===== config.mk =====
export PLATFORM = sky130hd
export DESIGN_NAME = cclimb_rom_loader_flat
export DESIGN_NICKNAME = d
export VERILOG_FILES = /design/src/rtl/cclimb_pkg.sv /design/src/rtl/cclimb_rom_loader_if.sv /design/src/rtl/cclimb_region_dec.sv /design/src/rtl/cclimb_rom_loader.sv /design/src/flat_wrapper.sv
export SDC_FILE = /design/constraint.sdc
export NUM_CORES = 1
export LEC_CHECK = 0
export CAP_MARGIN = 5
export CORE_MARGIN = 5
export CORE_UTILIZATION = 54
export CTS_CLUSTER_SIZE = 16
export DETAILED_ROUTE_END_ITERATION = 7
export GPL_TIMING_DRIVEN = 1
export PLACE_DENSITY = 0.95
export SETUP_SLACK_MARGIN = 0.15
export SYNTH_ARGS = -nofsm -noshare
export SYNTH_HDL_FRONTEND = slang
export SYNTH_HIERARCHICAL = 1
export SYNTH_SLANG_ARGS = --single-unit
export TNS_END_PERCENT = 50

===== constraint.sdc =====
create_clock -name clk_sys -period 6.8 [get_ports clk_sys]
set_input_delay 2.04 -clock clk_sys [delete_from_list [all_inputs] [get_ports clk_sys]]
set_output_delay 2.04 -clock clk_sys [all_outputs]
set_load 0.05 [all_outputs]

===== src/rtl/cclimb_pkg.sv =====
// cclimb_pkg: shared FSM states, ROM region map and region one-hot codes for the ROM loader
package cclimb_pkg;
    typedef enum logic [1:0] {ST_IDLE, ST_LOAD, ST_DONE, ST_ERROR} state_t;
    localparam int RGN_W = 6;
    typedef logic [RGN_W-1:0] region_t;
    localparam logic [15:0] CPU_BASE  = 16'h0000;
    localparam logic [15:0] CPU_LIM   = 16'h5FFF;
    localparam logic [15:0] BG_BASE   = 16'h6000;
    localparam logic [15:0] BG_LIM    = 16'h6FFF;
    localparam logic [15:0] SPR_BASE  = 16'h7000;
    localparam logic [15:0] SPR_LIM   = 16'h7FFF;
    localparam logic [15:0] BIG_BASE  = 16'h8000;
    localparam logic [15:0] BIG_LIM   = 16'h87FF;
    localparam logic [15:0] SMP_BASE  = 16'h8800;
    localparam logic [15:0] SMP_LIM   = 16'h8FFF;
    localparam logic [15:0] PROM_BASE = 16'h9000;
    localparam logic [15:0] PROM_LIM  = 16'h905F;
    localparam region_t RGN_NONE = 6'b000000;
    localparam region_t RGN_CPU  = 6'b000001;
    localparam region_t RGN_BG   = 6'b000010;
    localparam region_t RGN_SPR  = 6'b000100;
    localparam region_t RGN_BIG  = 6'b001000;
    localparam region_t RGN_SMP  = 6'b010000;
    localparam region_t RGN_PROM = 6'b100000;
    // unsigned offset test avoids a ">= 0" compare for the region starting at zero
    function automatic logic in_rgn(input logic [15:0] a, input logic [15:0] base, input logic [15:0] lim);
        return (a - base) <= (lim - base);
    endfunction
endpackage


===== src/rtl/cclimb_rom_loader_if.sv =====
// cclimb_rom_loader_if: HPS ioctl download bus in, registered core ROM write port out
interface cclimb_rom_loader_if;
    logic        ioctl_download;
    logic        ioctl_wr;
    logic [24:0] ioctl_addr;
    logic [7:0]  ioctl_dout;
    logic [15:0] dn_addr;
    logic [7:0]  dn_data;
    logic        dn_wr;
    logic [5:0]  dn_region;
    modport master (
        output ioctl_download, ioctl_wr, ioctl_addr, ioctl_dout,
        input  dn_addr, dn_data, dn_wr, dn_region
    );
    modport slave (
        input  ioctl_download, ioctl_wr, ioctl_addr, ioctl_dout,
        output dn_addr, dn_data, dn_wr, dn_region
    );
endinterface


===== src/rtl/cclimb_region_dec.sv =====
// cclimb_region_dec: combinational byte address to one-hot ROM region decode
module cclimb_region_dec import cclimb_pkg::*; (
    input  logic [15:0] i_addr,
    output region_t     o_region
);
    assign o_region = in_rgn(i_addr, CPU_BASE,  CPU_LIM)  ? RGN_CPU  :
                      in_rgn(i_addr, BG_BASE,   BG_LIM)   ? RGN_BG   :
                      in_rgn(i_addr, SPR_BASE,  SPR_LIM)  ? RGN_SPR  :
                      in_rgn(i_addr, BIG_BASE,  BIG_LIM)  ? RGN_BIG  :
                      in_rgn(i_addr, SMP_BASE,  SMP_LIM)  ? RGN_SMP  :
                      in_rgn(i_addr, PROM_BASE, PROM_LIM) ? RGN_PROM : RGN_NONE;
endmodule


===== src/rtl/cclimb_rom_loader.sv =====
// cclimb_rom_loader: validates an HPS ROM download and forwards accepted bytes to the core ROM port
module cclimb_rom_loader #(
    parameter int unsigned ROM_SIZE = 16'h9060,
    parameter bit          CKSUM_EN = 1'b1
) (
    input  logic                clk_sys,
    input  logic                reset_n,
    cclimb_rom_loader_if.slave  bus,
    output logic                core_reset,
    output logic                rom_ready,
    output logic                rom_error,
    output logic [15:0]         rom_cksum
);
    import cclimb_pkg::*;
    state_t      r_state;
    state_t      w_next;
    logic        r_dl_q;
    logic        r_block;
    logic [16:0] r_cnt;
    logic        r_ovf;
    logic        w_rise;
    logic        w_fall;
    logic        w_load;
    logic        w_in_rng;
    logic        w_acc;
    logic        w_drop;
    logic        w_image_ok;
    logic [16:0] w_cnt_inc;
    logic [16:0] w_cnt_next;
    region_t     w_region;

    assign w_rise     = bus.ioctl_download & ~r_dl_q & ~r_block;
    assign w_fall     = ~bus.ioctl_download & r_dl_q;
    assign w_load     = r_state == ST_LOAD;
    assign w_in_rng   = 32'(bus.ioctl_addr) < ROM_SIZE;
    assign w_acc      = w_load & bus.ioctl_wr & w_in_rng;
    assign w_drop     = w_load & bus.ioctl_wr & ~w_in_rng;
    assign w_cnt_inc  = &r_cnt ? r_cnt : r_cnt + 17'd1;
    assign w_cnt_next = w_acc ? w_cnt_inc : r_cnt;
    assign w_image_ok = (32'(w_cnt_next) == ROM_SIZE) & ~(r_ovf | w_drop);

    cclimb_region_dec u_dec (
        .i_addr   (bus.ioctl_addr[15:0]),
        .o_region (w_region)
    );

    // FSM state register
    always_ff @(posedge clk_sys or negedge reset_n) begin
        if (!reset_n) r_state <= ST_IDLE;
        else          r_state <= w_next;
    end

    // next state (a write on the falling edge is already in w_cnt_next) and status outputs
    always_comb begin
        w_next     = w_load ? (w_fall ? (w_image_ok ? ST_DONE : ST_ERROR) : r_state)
                            : (w_rise ? ST_LOAD : r_state);
        core_reset = r_state != ST_DONE;
        rom_ready  = r_state == ST_DONE;
        rom_error  = r_state == ST_ERROR;
    end

    // download edge detect; r_block masks a download that is already high when reset releases
    always_ff @(posedge clk_sys or negedge reset_n) begin
        if (!reset_n) begin
            r_dl_q  <= 1'b0;
            r_block <= 1'b1;
        end else begin
            r_dl_q  <= bus.ioctl_download;
            r_block <= r_block & bus.ioctl_download;
        end
    end

    // saturating byte counter and sticky oversize flag, cleared when a download starts
    always_ff @(posedge clk_sys or negedge reset_n) begin
        if (!reset_n) begin
            r_cnt <= '0;
            r_ovf <= 1'b0;
        end else if (w_rise && !w_load) begin
            r_cnt <= '0;
            r_ovf <= 1'b0;
        end else begin
            r_cnt <= w_cnt_next;
            r_ovf <= r_ovf | w_drop;
        end
    end

    generate
        if (CKSUM_EN) begin : g_cksum
            logic [15:0] r_cksum;
            // running sum of accepted bytes, cleared when a download starts
            always_ff @(posedge clk_sys or negedge reset_n) begin
                if (!reset_n)                r_cksum <= '0;
                else if (w_rise && !w_load)  r_cksum <= '0;
                else if (w_acc)              r_cksum <= r_cksum + {8'd0, bus.ioctl_dout};
            end
            assign rom_cksum = r_cksum;
        end else begin : g_no_cksum
            assign rom_cksum = 16'd0;
        end
    endgenerate

    // registered core ROM write port; region only shown alongside a write
    always_ff @(posedge clk_sys or negedge reset_n) begin
        if (!reset_n) begin
            bus.dn_wr     <= 1'b0;
            bus.dn_region <= RGN_NONE;
            bus.dn_addr   <= '0;
            bus.dn_data   <= '0;
        end else begin
            bus.dn_wr     <= w_acc;
            bus.dn_region <= w_acc ? w_region : RGN_NONE;
            if (w_acc) begin
                bus.dn_addr <= bus.ioctl_addr[15:0];
                bus.dn_data <= bus.ioctl_dout;
            end
        end
    end
endmodule

===== src/flat_wrapper.sv =====
// flat-port wrapper written by rule: the top's interface ports become plain ports
module cclimb_rom_loader_flat import cclimb_pkg::*;
#(
    parameter int unsigned ROM_SIZE = 16'h9060,
    parameter bit          CKSUM_EN = 1'b1
)
  (clk_sys, reset_n, core_reset, rom_ready, rom_error, rom_cksum, bus_ioctl_download, bus_ioctl_wr, bus_ioctl_addr, bus_ioctl_dout, bus_dn_addr, bus_dn_data, bus_dn_wr, bus_dn_region);
  cclimb_rom_loader_if bus_i ();
  input  logic clk_sys;
  input  logic reset_n;
  output logic core_reset;
  output logic rom_ready;
  output logic rom_error;
  output logic [15:0] rom_cksum;
  input wire logic [$bits(bus_i.ioctl_download)-1:0] bus_ioctl_download;
  input wire logic [$bits(bus_i.ioctl_wr)-1:0] bus_ioctl_wr;
  input wire logic [$bits(bus_i.ioctl_addr)-1:0] bus_ioctl_addr;
  input wire logic [$bits(bus_i.ioctl_dout)-1:0] bus_ioctl_dout;
  output wire logic [$bits(bus_i.dn_addr)-1:0] bus_dn_addr;
  output wire logic [$bits(bus_i.dn_data)-1:0] bus_dn_data;
  output wire logic [$bits(bus_i.dn_wr)-1:0] bus_dn_wr;
  output wire logic [$bits(bus_i.dn_region)-1:0] bus_dn_region;
  assign bus_i.ioctl_download = bus_ioctl_download;
  assign bus_i.ioctl_wr = bus_ioctl_wr;
  assign bus_i.ioctl_addr = bus_ioctl_addr;
  assign bus_i.ioctl_dout = bus_ioctl_dout;
  assign bus_dn_addr = bus_i.dn_addr;
  assign bus_dn_data = bus_i.dn_data;
  assign bus_dn_wr = bus_i.dn_wr;
  assign bus_dn_region = bus_i.dn_region;
  cclimb_rom_loader #(.ROM_SIZE(ROM_SIZE), .CKSUM_EN(CKSUM_EN)) u_core (.clk_sys(clk_sys), .reset_n(reset_n), .bus(bus_i), .core_reset(core_reset), .rom_ready(rom_ready), .rom_error(rom_error), .rom_cksum(rom_cksum));
endmodule

==> flow_summary.yaml <==
route:
  vias_per_cell: 5.76
  drt_wl_total_um: 9160
  drc: 0
  wire_per_inst_um: 16.0
  vias: 3292
  detail_route.iter0.violations: 278
  drt_first_pass_iters: 5
  ant_nets: 0
logic_synthesis:
  async_reset_ff_share_pct: 100
  synth_seq_area_share_pct: 47.9
  syn_avg_cell_area_sq_um: 9.00
  synth-edff-count: 0
  syn-cell-area_sq_mm: 0.00361
  syn_inst: 401
  ys_ff_latch: 69
  ys_warn_count: 6
  ys.flop_type: "dfrtp_1"
  synth_top_area_share_pct: 47.1
  synth_area_leaders: "dfrtp_1 47%, nand2_1 9.8%, ha_1 4.5%"
  syn_nets: 452
  synth_largest_area_cell: "dfrtp_1"
  post_synth_num_cell_types: 48
worst_setup_path:
  ff2ff_path_depth: 9
  crit_end: "u_core/r_state[0]"
  reg2reg_to: "u_core/r_state[0]"
  setup.worst_path.start_class: "input port"
  crit_path_end_kind: "flop"
  startpoint: "bus_ioctl_addr[13]"
  rrSetupSlack_ps: 4190
  cp_max_fo: 38
  crit_type: "in -> reg"
  required_ps: 7010
  crit_arrival_ps: 4630
  crit-reg2reg-launch: "u_core/r_state[0]"
pwr:
  powerDensity_mw_per_mm2: 164
  p_leak_nw: 2.20
  power_mw: 0.771
  ir_worst_vdd_uv: 80.1
floorplan:
  initial_utilization_pct: 56.2
  core-area_sq_mm: 0.00642
  die_height_um: 91.8
  rows: 29
  die_area_sq_mm: 0.00842
  ios: 87
  die_w_um: 91.8
final_layout:
  syn2layout_area_growth_pct: 30.4
  drive_gt1_share_pct: 6.26
  nets: 541
  fin_area_sq_mm: 0.00471
  seqCellArea_sq_mm: 0.00173
  multi_input_area_sq_mm: 0.00179
  fillers: 440
  final_common_cell: "nand2_1"
  most-common-layout-cells: "94 x nand2_1, 85 x clkdlybuf4s50_1, 68 x dfrtp_1"
  utilization_pct: 73.3
  diodes: 0
sta:
  finalHoldViolations: 0
  fin_crit_sh_pct: 65.0
  skew_ps: 9.71
  slew_headroom_pct: 41.9
  min_period_ps: 4420
  worstMarginPinSlew_ps: 872
  timing.hold.ws_ps: 475
  finalSetupViolCount: 0
  timing.fmax_mhz: 226
  fin_setup_tns_ps: 0
  drv_slew: 0
  rsz0062_at_grt: "false"
clock_tree:
  cts_inserted_buffers: 9
  cts.clk_slew.worst_paths_ps: 80
  clk_latency_ps: 340
  tritoncts: "yes"
  ctsHoldBuffers: 0
  cts-root-buf: "clkbuf_8"
  cts_resized: 0
  clkSinkCount: 69
  post-cts-setup-buffers: 0
  htreeDepth: 3
  cts_max_path_buffers: 2
grt:
  grt_pass1_vias: 3197
  antenna_found_initial: 0
  grt_max_degree: 70
  grt_pass1_wl_um: 15400
  grt_usage_pct: 22.5
  grt_remaining_overflow: 0
place:
  dpl.hpwl_um: 6550
  portBuffers: 86
  place_congestion: 0.940
  postPlaceCellArea_sq_mm: 0.00455
job:
  cap_violations: 0
outcome:
  outcome: "complete, no violations"
hold_path:
  hold_class: "reg -> reg"
==> logic make-up after synthesis <==
logic type               synth area share (%)
AND/OR/NAND/NOR                          29.6
AO/OA/AOI/OAI                            7.52
multiplexers                            0.589
flip-flops                               47.9
adder cells (fa/ha/maj)                  5.06
buffers and inverters                    2.56
XOR/XNOR                                 6.79
==> flip-flops by register name, indices dropped and copies added (netlist names) <==
register,flops
u_core/r_ovf,1
u_core/bus.dn_wr,1
u_core/bus.dn_region,6
u_core/r_cnt,17
u_core/rom_cksum,16
u_core/bus.dn_addr,16
u_core/r_dl_q,1
u_core/r_state,2
u_core/bus.dn_data,8
u_core/r_block,1
==> how the worst min path moves through the flow <==
stage / from / end / slack [ps] / cells past startpoint
after floorplan: u_core/r_ovf / u_core/r_ovf / 460 / 2
after global placement: u_core/bus.dn_data[4] / u_core/bus.dn_data[4] / 460 / 2
after detailed placement: u_core/bus.dn_addr[15] / u_core/bus.dn_addr[15] / 460 / 2
after CTS: u_core/bus.dn_addr[15] / u_core/bus.dn_addr[15] / 480 / 2
after global routing: u_core/bus.dn_addr[3] / u_core/bus.dn_addr[3] / 510 / 2
final: u_core/bus.dn_addr[15] / u_core/bus.dn_addr[15] / 470 / 2
==> critical path, cell delays in order <==
cell             delay (ps)
clkdlybuf4s50_1         570
o21ai_0                 210
and4_1                  260
nand3_4                  90
inv_2                   480
nand4_1                 240
xor2_1                  280
nand4_1                 130
nor4_1                  200
a31oi_1                 110
==> layer usage <==
metal	track usage [%]	share of wire, %	up-vias
met5	0	0	-
met4	7.30	1.5	0
met3	5.97	6.9	18
met2	39.1	53	145
met1	27.1	39	1600
li1	-	-	1529
==> cells in the mapped netlist, drive strengths merged, types with 2 or more instances <==
library cell   n
a31oi          2
and4           5
nand3         21
a21o           4
or3            7
o21bai         2
a21oi         16
dfrtp         68
inv           13
nor2          37
and2          14
nor4           7
ha            13
nand3b         2
nor2b          2
and3           5
nand2         96
xnor2         17
o21ai         15
nand2b         5
xor2          11
nor3           8
clkbuf        10
nand4          6
==> power breakdown <==
group | total (mW) | internal, mW | switching, mW
combinational | 0.0738 | 0.0328 | 0.0410
sequential | 0.417 | 0.414 | 0.00343
clock | 0.280 | 0.131 | 0.150
==> final cells by class <==
class,count,share of cell area [%]
multi-input cells,308,38.1
flip-flops and latches,69,36.7
well taps,77,2.05
clock buffers,11,2.79
inverters,13,1.04
clock inverters,5,0.612
repair buffers,89,18.7
==> stage by stage <==
stage                     std cells  setup WS [ps]
after floorplan                 401           2930
after global placement          556           2210
after detailed placement        556           2060
after CTS                       572           2410
after global routing            572           2160
final                           572           2380
Note: power is estimated with default switching activity, not from simulation.
